### src/rtl/div_req_sched.sv
// -----------------------------------------------------------------------------
// div_req_sched
//
// Queues divide requests in a small FIFO and feeds them one at a time to an
// external fixed-latency shift-subtract divider, then presents each result
// with a valid/ready handshake. Only one divide is in flight at any time.
//
// Optional feature macro: DIV_DBZ_BYPASS_EN
//   When defined, a request with divisor 0 never reaches the divider. It goes
//   straight to DONE with quotient all ones, remainder 0 and out_dbz = 1.
//   When undefined, divisor 0 is issued like any other request and out_dbz
//   is tied low.
//
// Parameters:
//   WIDTH   - divisor width; dividend and quotient are 2*WIDTH bits
//   DEPTH   - request FIFO entries (power of two, >= 2)
//   LATENCY - cycles from the div_din_valid pulse to a stable divider result
//
// Ports:
//   clk, rst_n                  - clock, asynchronous active-low reset
//   in_valid / in_ready         - request handshake (in_ready = FIFO not full)
//   in_dividend, in_divisor     - request operands
//   div_dividend, div_divisor   - operands held for the divider
//   div_din_valid               - one-cycle divider start pulse
//   div_dout, div_remainder     - divider results
//   out_valid / out_ready       - result handshake
//   out_quotient, out_remainder - captured result (held while out_valid)
//   out_dbz                     - divide-by-zero flag
// -----------------------------------------------------------------------------
module div_req_sched #(
    parameter int WIDTH   = 4,
    parameter int DEPTH   = 4,
    parameter int LATENCY = 4 * WIDTH
) (
    input  logic                 clk,
    input  logic                 rst_n,
    input  logic                 in_valid,
    output logic                 in_ready,
    input  logic [2*WIDTH-1:0]   in_dividend,
    input  logic [WIDTH-1:0]     in_divisor,
    output logic [2*WIDTH-1:0]   div_dividend,
    output logic [WIDTH-1:0]     div_divisor,
    output logic                 div_din_valid,
    input  logic [2*WIDTH-1:0]   div_dout,
    input  logic [2*WIDTH-1:0]   div_remainder,
    output logic                 out_valid,
    input  logic                 out_ready,
    output logic [2*WIDTH-1:0]   out_quotient,
    output logic [WIDTH-1:0]     out_remainder,
    output logic                 out_dbz
);

    localparam int AW = (DEPTH > 1) ? $clog2(DEPTH) : 1;
    localparam int CW = AW + 1;
    localparam int LW = (LATENCY > 1) ? $clog2(LATENCY) : 1;

    typedef enum logic [1:0] {
        S_IDLE  = 2'd0,
        S_ISSUE = 2'd1,
        S_WAIT  = 2'd2,
        S_DONE  = 2'd3
    } state_t;

    // Request FIFO storage and pointers
    logic [2*WIDTH-1:0] r_fifo_dvd [DEPTH];
    logic [WIDTH-1:0]   r_fifo_dvs [DEPTH];
    logic [AW-1:0]      r_wr_ptr;
    logic [AW-1:0]      r_rd_ptr;
    logic [CW-1:0]      r_count;

    // Scheduler state and registered outputs
    state_t             r_state;
    logic [LW-1:0]      r_lat_cnt;
    logic [2*WIDTH-1:0] r_div_dividend;
    logic [WIDTH-1:0]   r_div_divisor;
    logic               r_din_valid;
    logic               r_out_valid;
    logic [2*WIDTH-1:0] r_out_quotient;
    logic [WIDTH-1:0]   r_out_remainder;

    logic               w_full;
    logic               w_push;
    logic               w_pop;
    logic [2*WIDTH-1:0] w_head_dvd;
    logic [WIDTH-1:0]   w_head_dvs;
    logic               w_rem_hi_unused;

    // The remainder can never exceed the divisor, so its upper half is unused.
    assign w_rem_hi_unused = ^div_remainder[2*WIDTH-1:WIDTH];

    assign w_full     = (r_count == CW'(DEPTH));
    assign in_ready   = !w_full;
    assign w_push     = in_valid && !w_full;
    // The head leaves the FIFO only when the scheduler is free to take it.
    assign w_pop      = (r_state == S_IDLE) && (r_count != {CW{1'b0}});
    assign w_head_dvd = r_fifo_dvd[r_rd_ptr];
    assign w_head_dvs = r_fifo_dvs[r_rd_ptr];

    // FIFO write, pointer wrap and occupancy tracking
    always_ff @(posedge clk or negedge rst_n) begin
        if (!rst_n) begin
            r_wr_ptr <= {AW{1'b0}};
            r_rd_ptr <= {AW{1'b0}};
            r_count  <= {CW{1'b0}};
            for (int i = 0; i < DEPTH; i++) begin
                r_fifo_dvd[i] <= {(2*WIDTH){1'b0}};
                r_fifo_dvs[i] <= {WIDTH{1'b0}};
            end
        end else begin
            if (w_push) begin
                r_fifo_dvd[r_wr_ptr] <= in_dividend;
                r_fifo_dvs[r_wr_ptr] <= in_divisor;
                r_wr_ptr             <= r_wr_ptr + AW'(1);
            end
            if (w_pop) begin
                r_rd_ptr <= r_rd_ptr + AW'(1);
            end
            case ({w_push, w_pop})
                2'b10:   r_count <= r_count + CW'(1);
                2'b01:   r_count <= r_count - CW'(1);
                default: r_count <= r_count;
            endcase
        end
    end

`ifdef DIV_DBZ_BYPASS_EN
    logic r_out_dbz;
    assign out_dbz = r_out_dbz;
`else
    assign out_dbz = 1'b0;
`endif

    // Scheduler FSM: issue one divide, count out its latency, hold the result
    always_ff @(posedge clk or negedge rst_n) begin
        if (!rst_n) begin
            r_state         <= S_IDLE;
            r_lat_cnt       <= {LW{1'b0}};
            r_div_dividend  <= {(2*WIDTH){1'b0}};
            r_div_divisor   <= {WIDTH{1'b0}};
            r_din_valid     <= 1'b0;
            r_out_valid     <= 1'b0;
            r_out_quotient  <= {(2*WIDTH){1'b0}};
            r_out_remainder <= {WIDTH{1'b0}};
`ifdef DIV_DBZ_BYPASS_EN
            r_out_dbz       <= 1'b0;
`endif
        end else begin
            case (r_state)
                S_IDLE: begin
                    r_din_valid <= 1'b0;
                    if (w_pop) begin
                        // Operands stay in these registers until the capture.
                        r_div_dividend <= w_head_dvd;
                        r_div_divisor  <= w_head_dvs;
`ifdef DIV_DBZ_BYPASS_EN
                        if (w_head_dvs == {WIDTH{1'b0}}) begin
                            r_state         <= S_DONE;
                            r_out_valid     <= 1'b1;
                            r_out_quotient  <= {(2*WIDTH){1'b1}};
                            r_out_remainder <= {WIDTH{1'b0}};
                            r_out_dbz       <= 1'b1;
                        end else begin
                            r_state     <= S_ISSUE;
                            r_din_valid <= 1'b1;
                        end
`else
                        r_state     <= S_ISSUE;
                        r_din_valid <= 1'b1;
`endif
                    end else begin
                        r_state <= S_IDLE;
                    end
                end
                S_ISSUE: begin
                    // The start pulse was raised on entry; drop it after one cycle.
                    r_din_valid <= 1'b0;
                    r_lat_cnt   <= LW'(LATENCY - 1);
                    r_state     <= S_WAIT;
                end
                S_WAIT: begin
                    r_din_valid <= 1'b0;
                    if (r_lat_cnt == {LW{1'b0}}) begin
                        r_out_quotient  <= div_dout;
                        r_out_remainder <= div_remainder[WIDTH-1:0];
                        r_out_valid     <= 1'b1;
`ifdef DIV_DBZ_BYPASS_EN
                        r_out_dbz       <= 1'b0;
`endif
                        r_state         <= S_DONE;
                    end else begin
                        r_lat_cnt <= r_lat_cnt - LW'(1);
                    end
                end
                S_DONE: begin
                    r_din_valid <= 1'b0;
                    if (out_ready) begin
                        r_out_valid <= 1'b0;
                        r_state     <= S_IDLE;
                    end else begin
                        r_state <= S_DONE;
                    end
                end
                default: begin
                    r_state     <= S_IDLE;
                    r_din_valid <= 1'b0;
                    r_out_valid <= 1'b0;
                    r_lat_cnt   <= {LW{1'b0}};
                end
            endcase
        end
    end

    assign div_dividend  = r_div_dividend;
    assign div_divisor   = r_div_divisor;
    assign div_din_valid = r_din_valid;
    assign out_valid     = r_out_valid;
    assign out_quotient  = r_out_quotient;
    assign out_remainder = r_out_remainder;

endmodule

### config.mk
export PLATFORM = sky130hd
export DESIGN_NAME = div_req_sched
export DESIGN_NICKNAME = d
export VERILOG_FILES = /design/src/rtl/div_req_sched.sv
export SDC_FILE = /design/constraint.sdc
export NUM_CORES = 1
export LEC_CHECK = 0
export ABC_AREA = 0
export ABC_CLOCK_PERIOD_IN_PS = 2500
export BUFFER_PORTS_ARGS = -buffer_cell sky130_fd_sc_hd__buf_2
export CORE_MARGIN = 5
export CORE_UTILIZATION = 40
export CTS_CLUSTER_SIZE = 28
export DETAILED_ROUTE_END_ITERATION = 10
export PLACE_DENSITY_LB_ADDON = 0.05
export SYNTH_ARGS = -nofsm -noshare
export SYNTH_HDL_FRONTEND = slang
export SYNTH_SLANG_ARGS = --single-unit
### constraint.sdc
create_clock -name clk -period 2.5 [get_ports clk]
set_input_delay 0.125 -clock clk [delete_from_list [all_inputs] [get_ports clk]]
set_output_delay 0.125 -clock clk [all_outputs]
set_load 0.05 [all_outputs]
==> key figures <==
Status
  – Status: finished clean

Detailed routing
  – Vias: 2152
  – Iter 0 DRT Violations: 55
  – Wire per inst: 15.87 um
  – Routed Antenna Nets: 0
  – DRC violations left: 0
  – Number of detailed-route iterations in the first pass: 4
  – Post-DR vias/cell: 4.782
  – Final wirelength: 7140 um

STA
  – Rel. slew slack: 55.15%
  – Slew Limit Fails: 0
  – Fin crit period: 2270 ps
  – Fin crit share: 90.80%
  – RSZ-0062 raised after global routing: false
  – Final hold violations: 0
  – Slew @ Worst Pin: 672.8 ps
  – TNS Setup: 0 ps
  – Worst Skew: 11.54 ps
  – Max Freq: 440.5 MHz
  – Setup ws final: 229.9 ps
  – Hold Slack: 26.12 ps
  – Final setup fails: 0

Hold path
  – Hold path start: div_remainder[1]
  – Tightest Hold Check Type: in -> reg
  – Cells on Worst Hold Path: 2
  – Hold Path Sink: out_remainder[1]$_DFFE_PN0P_

Power
  – Leak: 0.002086 uW
  – Max VDD drop: 588.7 uV
  – PwrDens: 1427 nW/um^2
  – Overall Power: 6528 uW

Global route
  – Pin count of the biggest net entering global routing: 39
  – Grt ovf: 0
  – Initial antenna violation count: 0
  – Overall Global Routing Usage: 13.57%
  – Vias in the first global route: 2435
  – First-pass GRT wire length: 12100 um

Clock tree
  – CTS tree: built
  – Sink Count: 87
  – H-tree levels: 3
  – Clock Tree Root: clkbuf_8
  – Clk slew on worst S/H paths: 80 ps
  – CTS Buffer Depth: 2
  – Resized cells post-CTS: 0
  – Later-pin clock latency in the skew report: 350 ps
  – CTS buffer count: 9

Setup path
  – Most used cell, CP: xor2_1
  – Crit Path Category: reg -> reg
  – Reg2Reg Capture Point: r_count[2]$_DFFE_PN0P_
  – Required time worst endpoint: 2760 ps
  – Reg2reg setup slack: 230 ps
  – Cell family with the largest share of critical-path delay: simple AND/OR/NAND/NOR gates
  – Worst Path Max Fanout: 6
  – Worst EP arrival: 2530 ps
  – Crit-path max cell delay: 550 ps
  – CP bufs+invs: 1
  – Worst reg2reg path depth: 8
  – Crit end category: flop
  – Crit path cell chain: or3b_2, nand2_1, ha_1, inv_1, fa_1, xor2_1, nor2_1, xor2_1
  – Crit-path slowest cell: or3b_2
  – Setup crit start kind: flop
  – R2R Path Start: r_count[1]$_DFFE_PN0P_

Cells and area
  – Most common cell after layout, fill and taps aside: dfrtp_1
  – Filler cell count: 806
  – # diodes: 0
  – Ratio of cells with drive above 1 in the final layout: 52.02%
  – Layout area overhead: 20.82%
  – Nets: 356
  – Most frequent cells in the layout: dfrtp_1 (87), mux2_2 (64), buf_2 (53)
  – Layout Cells excl Fill: 450

Floorplanning
  – Starting Density: 40.97%
  – Top Ports: 60
  – Die Y: 107.3 um
  – FP Rows: 35
  – Die ar.: 11510 sq um
  – Area of the core: 9240 sq um
  – Die Width: 107.3 um

Synth
  – Syn_area_per_cell: 15.65 sq um
  – Post-synth cell types: 32
  – Gate Count Post-Synth: 242
  – Most common flop cell mapped by yosys: dfrtp_1
  – Mapped Area: 3786 sq um
  – #FFs+latches synth: 87
  – Post-synth net total: 282
  – Synth Warn #: 0
  – Post-synth EDFFs: 0
  – Seq/Total Area, Yosys: 57.50%
  – Asr flop ratio synth: 100.0%

Place
  – Placed Instances: 422
  – Port bufs: 54
  – RePlAce Congestion: 0.7196
  – DP Wirelength: 4649 um
  – Place WS: 286.0 ps

Job
  – Max-cap violation count: 0
-- worst max path at each step --
stage                           start                     end  slack, ps  cells past startpoint
3_3_place_gp   r_count[1]$_DFFE_PN0P_  r_count[2]$_DFFE_PN0P_        300                      8
6_report       r_count[1]$_DFFE_PN0P_  r_count[2]$_DFFE_PN0P_        230                      8
5_1_grt        r_count[1]$_DFFE_PN0P_  r_count[2]$_DFFE_PN0P_        110                      8
4_1_cts        r_count[1]$_DFFE_PN0P_  r_count[2]$_DFFE_PN0P_        220                      8
3_5_place_dp   r_count[1]$_DFFE_PN0P_  r_count[2]$_DFFE_PN0P_        290                      8
2_1_floorplan  r_count[1]$_DFFE_PN0P_  r_count[2]$_DFFE_PN0P_         20                      9
-- state kept, by name (all words and copies together), names as in the netlist --
register       flops
r_fifo_dvd        32
r_fifo_dvs        16
div_dividend       8
out_quotient       8
div_divisor        4
out_remainder      4
r_lat_cnt          4
r_count            3
r_rd_ptr           2
r_state            2
r_wr_ptr           2
div_din_valid      1
out_valid          1
-- stage by stage --
step	area, sq um	utilization [%]
6_report	4574	49.51
3_5_place_dp	4232	45.80
4_1_cts	4574	49.51
3_3_place_gp	4232	45.80
2_1_floorplan	3786	-
5_1_grt	4574	49.51
-- cells in the mapped netlist (2+ instances only) --
cell | number | area share [%]
dfrtp_1 | 87 | 58
clkbuf_1 | 4 | 0.40
mux2_4 | 9 | 3.6
a31oi_1 | 2 | 0.33
nor3_1 | 4 | 0.53
mux4_2 | 12 | 7.1
a21oi_1 | 2 | 0.26
xnor2_1 | 2 | 0.46
a311oi_1 | 2 | 0.46
nor2_1 | 3 | 0.30
ha_1 | 7 | 2.3
nor2b_1 | 2 | 0.33
a211oi_1 | 2 | 0.40
inv_1 | 8 | 0.79
buf_2 | 7 | 0.93
mux2_2 | 64 | 19
nand2_1 | 2 | 0.20
nand3_1 | 4 | 0.53
xor2_1 | 4 | 0.93
or3b_1 | 2 | 0.46
o21ai_0 | 2 | 0.26
-- routing by layer --
layer | up-vias | track usage, % | share of wire, %
met1 | 1083 | 17.90 | 48
met3 | 7 | 2.220 | 3.6
met4 | 0 | 5.571 | 1.1
met5 | - | 0 | 0
met2 | 47 | 22.30 | 47
li1 | 1015 | - | -
-- final cells by class --
| type | count | area, sq um | share of cell area [%] |
|---|---|---|---|
| sequential | 87 | 2177 | 47.59 |
| timing repair buffer | 77 | 488.0 | 10.67 |
| clock inverter | 5 | 81.33 | 1.778 |
| multi-input combinational | 133 | 1495 | 32.69 |
| tap | 129 | 161.4 | 3.528 |
| inverter | 8 | 30.03 | 0.6565 |
| clock buffer | 11 | 141.4 | 3.091 |
-- cell families after synthesis --
group,after synthesis,share of synthesized area (%)
DFF,87,57.50
and+or+nand+nor,21,3.140
xor gates and xnor gates,6,1.388
adders and majority gates,8,2.842
other,1,0.09905
AOI/OAI and AO/OA,12,2.148
muxes,85,29.74
buffers and inverters,22,3.139
-- report_power, final --
group          leakage [uW]  switching (uW)  internal [uW]
Combinational      0.000948            1550           1360
Sequential          0.00103             416           2120
Clock              0.000110             488            591
-- timing repair --
action / CTS / global route
buffers inserted: 0 / 0
hold buffers: 12 / 0
hold endpoints to repair: 47 / 0
endpoints found under the setup margin: 0 / 0
Note: power is estimated with default switching activity, not from simulation.
